===== config.mk =====
export PLATFORM = sky130hd
export DESIGN_NAME = image_frame_tx
export DESIGN_NICKNAME = d
export VERILOG_FILES = /design/src/rtl/image_pkg.sv /design/src/rtl/image_pattern_gen.sv /design/src/rtl/image_frame_tx.sv
export SDC_FILE = /design/constraint.sdc
export NUM_CORES = 1
export LEC_CHECK = 0
export ABC_AREA = 1
export CORE_ASPECT_RATIO = 1.1
export CORE_MARGIN = 2
export CORE_UTILIZATION = 64
export CTS_CLUSTER_DIAMETER = 40
export DETAILED_ROUTE_END_ITERATION = 10
export GPL_ROUTABILITY_DRIVEN = 1
export PLACE_DENSITY_LB_ADDON = 0.12
export SYNTH_ARGS = -nofsm -noshare
export SYNTH_HDL_FRONTEND = slang
export SYNTH_SLANG_ARGS = --single-unit

===== constraint.sdc =====
create_clock -name clk -period 7.2 [get_ports clk]
set_clock_uncertainty 0.1 [all_clocks]
set_input_delay 1.44 -clock clk [delete_from_list [all_inputs] [get_ports clk]]
set_output_delay 1.44 -clock clk [all_outputs]
set_load 0.01 [all_outputs]

===== src/rtl/image_pkg.sv =====
// Shared types and default widths for the image pipeline stage,
// its frame transmitter and the verification agents.
package image_pkg;

    localparam int DATA_W_DEF  = 32;
    localparam int DIM_W_DEF   = 12;
    localparam int BLANK_W_DEF = 8;

    // Encoding 2'd3 is reserved and decodes as PAT_INC.
    typedef enum logic [1:0] {
        PAT_INC   = 2'd0,
        PAT_XY    = 2'd1,
        PAT_CONST = 2'd2
    } pattern_e;

    typedef enum logic [1:0] {
        ST_IDLE  = 2'd0,
        ST_SEND  = 2'd1,
        ST_BLANK = 2'd2,
        ST_DONE  = 2'd3
    } state_e;

endpackage


===== src/rtl/image_pattern_gen.sv =====
// Combinational pixel value generator: maps pattern, seed, coordinates and
// linear pixel index to one beat of data.
module image_pattern_gen
    import image_pkg::*;
#(
    parameter int DATA_W = DATA_W_DEF,
    parameter int DIM_W  = DIM_W_DEF
) (
    input  pattern_e          pattern,
    input  logic [DATA_W-1:0] seed,
    input  logic [DIM_W-1:0]  x,
    input  logic [DIM_W-1:0]  y,
    input  logic [DATA_W-1:0] idx,
    output logic [DATA_W-1:0] data
);

    localparam int HALF = DATA_W / 2;

    always_comb begin
        data = seed + idx;
        case (pattern)
            PAT_XY: begin
                // y in the upper half, x in the lower half, both zero-extended
                data                = '0;
                data[DIM_W-1:0]     = x;
                data[HALF +: DIM_W] = y;
            end
            PAT_CONST: data = seed;
            default:   data = seed + idx;
        endcase
    end

endmodule


===== src/rtl/image_frame_tx.sv =====
// Frame-level pixel transmitter: emits width*height beats line by line on a
// valid/busy handshake, with optional inter-line blanking and test patterns.
module image_frame_tx
    import image_pkg::*;
#(
    parameter int DATA_W  = DATA_W_DEF,
    parameter int DIM_W   = DIM_W_DEF,
    parameter int BLANK_W = BLANK_W_DEF
) (
    input  logic               clk,
    input  logic               rst_n,
    input  logic               start,
    input  logic [DIM_W-1:0]   cfg_width,
    input  logic [DIM_W-1:0]   cfg_height,
    input  logic [BLANK_W-1:0] cfg_hblank,
    input  logic [1:0]         cfg_pattern,
    input  logic [DATA_W-1:0]  cfg_seed,
    output logic [DATA_W-1:0]  im_data_out,
    output logic               im_valid_out,
    input  logic               im_busy_in,
    output logic               im_sof_out,
    output logic               im_eol_out,
    output logic               active,
    output logic               frame_done
);

    state_e               state_reg, state_next;

    logic [DIM_W-1:0]     width_reg, height_reg;
    logic [BLANK_W-1:0]   hblank_reg;
    pattern_e             pattern_reg;
    logic [DATA_W-1:0]    seed_reg;

    logic [DIM_W-1:0]     x_reg, x_next;
    logic [DIM_W-1:0]     y_reg, y_next;
    logic [DATA_W-1:0]    idx_reg, idx_next;
    logic [BLANK_W-1:0]   blank_cnt_reg, blank_cnt_next;

    logic [DATA_W-1:0]    data_reg, data_next;
    logic                 valid_reg, valid_next;
    logic                 sof_reg, sof_next;
    logic                 eol_reg, eol_next;
    logic                 active_reg, active_next;
    logic                 done_reg, done_next;

    logic                 load_cfg, cfg_nonzero, transfer;
    logic                 last_x, last_y, blank_end, present;
    logic [DIM_W-1:0]     width_sel;
    pattern_e             pattern_sel;
    logic [DATA_W-1:0]    seed_sel, gen_data;

    assign load_cfg    = (state_reg == ST_IDLE) && start;
    assign cfg_nonzero = (cfg_width != '0) && (cfg_height != '0);
    assign transfer    = valid_reg && !im_busy_in;
    assign last_x      = (x_reg == width_reg - DIM_W'(1));
    assign last_y      = (y_reg == height_reg - DIM_W'(1));
    assign blank_end   = (blank_cnt_reg == hblank_reg - BLANK_W'(1));

    // Beat 0 is produced on the accepting edge, before the latched copies exist.
    assign width_sel   = (state_reg == ST_IDLE) ? cfg_width : width_reg;
    assign pattern_sel = (state_reg == ST_IDLE) ? pattern_e'(cfg_pattern) : pattern_reg;
    assign seed_sel    = (state_reg == ST_IDLE) ? cfg_seed : seed_reg;

    image_pattern_gen #(
        .DATA_W (DATA_W),
        .DIM_W  (DIM_W)
    ) u_pattern_gen (
        .pattern (pattern_sel),
        .seed    (seed_sel),
        .x       (x_next),
        .y       (y_next),
        .idx     (idx_next),
        .data    (gen_data)
    );

    always_ff @(posedge clk or negedge rst_n) begin
        if (!rst_n) begin
            state_reg <= ST_IDLE;
        end else begin
            state_reg <= state_next;
        end
    end

    always_comb begin
        state_next = state_reg;
        case (state_reg)
            ST_IDLE: begin
                if (start) begin
                    state_next = cfg_nonzero ? ST_SEND : ST_DONE;
                end
            end
            ST_SEND: begin
                if (transfer && last_x) begin
                    if (last_y) begin
                        state_next = ST_DONE;
                    end else if (hblank_reg != '0) begin
                        state_next = ST_BLANK;
                    end
                end
            end
            ST_BLANK: begin
                if (blank_end) begin
                    state_next = ST_SEND;
                end
            end
            ST_DONE: state_next = ST_IDLE;
            default: state_next = ST_IDLE;
        endcase
    end

    // Next values of the coordinate counters and of every registered output.
    always_comb begin
        present        = 1'b0;
        x_next         = x_reg;
        y_next         = y_reg;
        idx_next       = idx_reg;
        blank_cnt_next = blank_cnt_reg;
        valid_next     = valid_reg;
        sof_next       = sof_reg;
        eol_next       = eol_reg;
        active_next    = active_reg;
        done_next      = (state_reg == ST_DONE);
        case (state_reg)
            ST_IDLE: begin
                if (start) begin
                    x_next   = '0;
                    y_next   = '0;
                    idx_next = '0;
                    if (cfg_nonzero) begin
                        present     = 1'b1;
                        active_next = 1'b1;
                    end
                end
            end
            ST_SEND: begin
                if (transfer) begin
                    idx_next = idx_reg + DATA_W'(1);
                    if (!last_x) begin
                        x_next  = x_reg + DIM_W'(1);
                        present = 1'b1;
                    end else if (!last_y) begin
                        x_next         = '0;
                        y_next         = y_reg + DIM_W'(1);
                        blank_cnt_next = '0;
                        if (hblank_reg == '0) begin
                            present = 1'b1;
                        end else begin
                            valid_next = 1'b0;
                        end
                    end else begin
                        valid_next  = 1'b0;
                        active_next = 1'b0;
                    end
                end
            end
            ST_BLANK: begin
                if (blank_end) begin
                    present = 1'b1;
                end else begin
                    blank_cnt_next = blank_cnt_reg + BLANK_W'(1);
                end
            end
            default: ;
        endcase
        if (present) begin
            valid_next = 1'b1;
            sof_next   = (x_next == '0) && (y_next == '0);
            eol_next   = (x_next == width_sel - DIM_W'(1));
        end else if (!valid_next) begin
            sof_next = 1'b0;
            eol_next = 1'b0;
        end
    end

    assign data_next = present ? gen_data : data_reg;

    always_ff @(posedge clk or negedge rst_n) begin
        if (!rst_n) begin
            width_reg     <= '0;
            height_reg    <= '0;
            hblank_reg    <= '0;
            pattern_reg   <= PAT_INC;
            seed_reg      <= '0;
            x_reg         <= '0;
            y_reg         <= '0;
            idx_reg       <= '0;
            blank_cnt_reg <= '0;
            data_reg      <= '0;
            valid_reg     <= 1'b0;
            sof_reg       <= 1'b0;
            eol_reg       <= 1'b0;
            active_reg    <= 1'b0;
            done_reg      <= 1'b0;
        end else begin
            if (load_cfg) begin
                width_reg   <= cfg_width;
                height_reg  <= cfg_height;
                hblank_reg  <= cfg_hblank;
                pattern_reg <= pattern_e'(cfg_pattern);
                seed_reg    <= cfg_seed;
            end
            x_reg         <= x_next;
            y_reg         <= y_next;
            idx_reg       <= idx_next;
            blank_cnt_reg <= blank_cnt_next;
            data_reg      <= data_next;
            valid_reg     <= valid_next;
            sof_reg       <= sof_next;
            eol_reg       <= eol_next;
            active_reg    <= active_next;
            done_reg      <= done_next;
        end
    end

    assign im_data_out  = data_reg;
    assign im_valid_out = valid_reg;
    assign im_sof_out   = sof_reg;
    assign im_eol_out   = eol_reg;
    assign active       = active_reg;
    assign frame_done   = done_reg;

endmodule


==> metrics.csv <==
metric,value,unit
status,completed,
final.min_clock_period,6.00,ns
pre_cts_slack,0.886,ns
crit_type,input port to register,
crit_path_max_fanout,12,
crit_top_cell,nand2_1,
hpwl,28000,microns
cts_buffer_depth,2,
nNetsFinal,2088,
power.density,417,nW/um^2
synth_edf_count,0,
core-area,19200,sq um
register_area,4230,sq um
slowest_stage,clkdlybuf4s50_1,
antenna_found_initial,0,
cts-resized-gates,0,
crit_start,im_busy_in,
fmax,167,MHz
die_y,151,microns
fin_crit_sh,83.3,%
relSlewSlack,24.3,%
fin_total_pwr,6.05,mW
grt_pass1_vias,12500,
crit_path_end_kind,register,
required,7.47,ns
final_common_cell,nand2_1,
first_pass_iters,6,
yosysTopAreaCell,dfrtp_1,
cts_sinks,169,
clk_pin_slew,0.07,ns
async_flop_share,100,%
die_w,138,microns
grt_pass1_wl,61100,microns
rr_startpoint,state_reg[0],
drc_errors,0,
cts_max_level,4,
critical_path.top_delay_family,simple AND/OR/NAND/NOR gates,
cts_buffers,17,
std_cell_rows,53,
hold_class,register to register,
vias,13300,
path_depth,29,
p_leak,6.96,nW
start_util,65.8,%
drt_iter0_drc,1439,
setup_violations,0,
critPathArrivalTime,6.27,ns
most-common-layout-cells,"nand2_1, inv_1, o21ai_0, nor2_1, dfrtp_1",
antennaDiodeCount,0,
syn_nets,2005,
synthCells,1892,
multi_input_area,7240,sq um
synth-main-ff-cell,dfrtp_1,
synth.area.top_cells,"dfrtp_1, nand2_1, o21ai_0",
slew_viol_final,0,
reg2reg_depth,23,
cts_root_buf,clkbuf_16,
cts_tree,built,
syn-mean-instance-area,6.69,sq um
ys_seq_area_share,33.4,%
grt_max_degree,95,
grt-ovfl-total,0,
cts_hold_buf,0,
ios,107,
final.setup.worst_slack,1.20,ns
critPathLaunchType,input port,
clk_latency,0.45,ns
ys_types,60,
synth-seq-cells,169,
ir_worst_vdd,0.225,mV
timing.rr.end,im_data_out[31],
grt_usage,36.2,%
final.setup.tns,0,ns
path_buf_inv,5,
ant_nets,0,
rsz0062_at_grt,no,
endpoint,im_data_out[30],
vias_per_cell,5.95,
wl_per_cell,17.0,microns
io_buffer_count,106,
hold_viol,0,
synth_top_area_share,33.4,%
hp-start,seed_reg[18],
finalCoreUtilization,75.4,%
tightest_slew,1.13,ns
finalWirelength,37900,microns
nFillCells,1525,
ys_warn_count,0,
area_growth,14.6,%
drv_cap,0,
r2r_setup_slack,1.99,ns
die_area,20900,sq um
cts_setup_buffers,0,
syn_area,12700,sq um
routabilityCongestion,0.951,
drive_gt1_share,4.83,%
cpPeakStageDelay,0.40,ns
synthesized netlist by cell type, types with 7 or more instances:
library cell	count
nor2_1	172
inv_1	247
nand3_2	9
nand3_1	116
ha_1	42
o21ai_1	9
clkbuf_1	38
nor4_1	16
xnor2_1	22
nand2_1	523
o21ai_0	188
nand2_2	7
nor3_1	28
dfrtp_1	169
nand4_1	32
buf_2	9
nand3b_1	12
o22ai_1	10
nor2_4	10
xor2_1	37
a21oi_1	107
a31oi_1	16
per-stage QoR:
stage / hold slack [ns] / instance area, sq um / instances
6_report: 0.388 / 14500 / 2235
5_1_grt: 0.411 / 14500 / 2235
4_1_cts: 0.390 / 14500 / 2235
3_5_place_dp: 0.372 / 13900 / 2203
3_3_place_gp: 0.360 / 13900 / 2203
2_1_floorplan: 0.348 / 12700 / 1892
routing by layer:
metal  global-route usage [%]  wire [microns]
met4                     15.0            1450
met1                     44.7           15200
met3                     6.85            3220
met2                     63.0           18000
met5                        0               0
final cells by class:
cell class / instances / area share, %
multi-input combinational: 1417 / 49.9
clock buffer: 17 / 2.93
tap: 247 / 2.13
timing repair buffer: 118 / 7.95
inverter: 252 / 6.64
sequential: 169 / 29.2
clock inverter: 15 / 1.25
kinds of logic after synthesis:
| family | share of synthesized area, % |
|---|---|
| simple gates | 33.1 |
| compound gates | 15.6 |
| buf+inv | 9.42 |
| flops | 33.4 |
| xor+xnor | 4.08 |
| fa+ha+maj | 4.31 |
| mux | 0.0791 |
tightest hold or removal path: stages (launching register included):
cell	delay, ns
dfrtp_1	0.35
nand2_1	0.05
o21ai_0	0.06
how the worst min path moves through the flow:
| stage | end | slack, ns | depth (start not counted) |
|---|---|---|---|
| after floorplan | pattern_reg[0] | 0.35 | 2 |
| after global placement | seed_reg[23] | 0.36 | 2 |
| after detailed placement | seed_reg[24] | 0.37 | 2 |
| after CTS | seed_reg[24] | 0.39 | 2 |
| after global routing | seed_reg[30] | 0.41 | 2 |
| final | seed_reg[18] | 0.39 | 2 |
power breakdown:
part / total [mW] / internal, mW / switching, mW
combinational: 3.52 / 1.22 / 2.31
sequential: 1.57 / 1.28 / 0.292
clock: 0.951 / 0.498 / 0.453
Power figures use the tool's default switching activity.
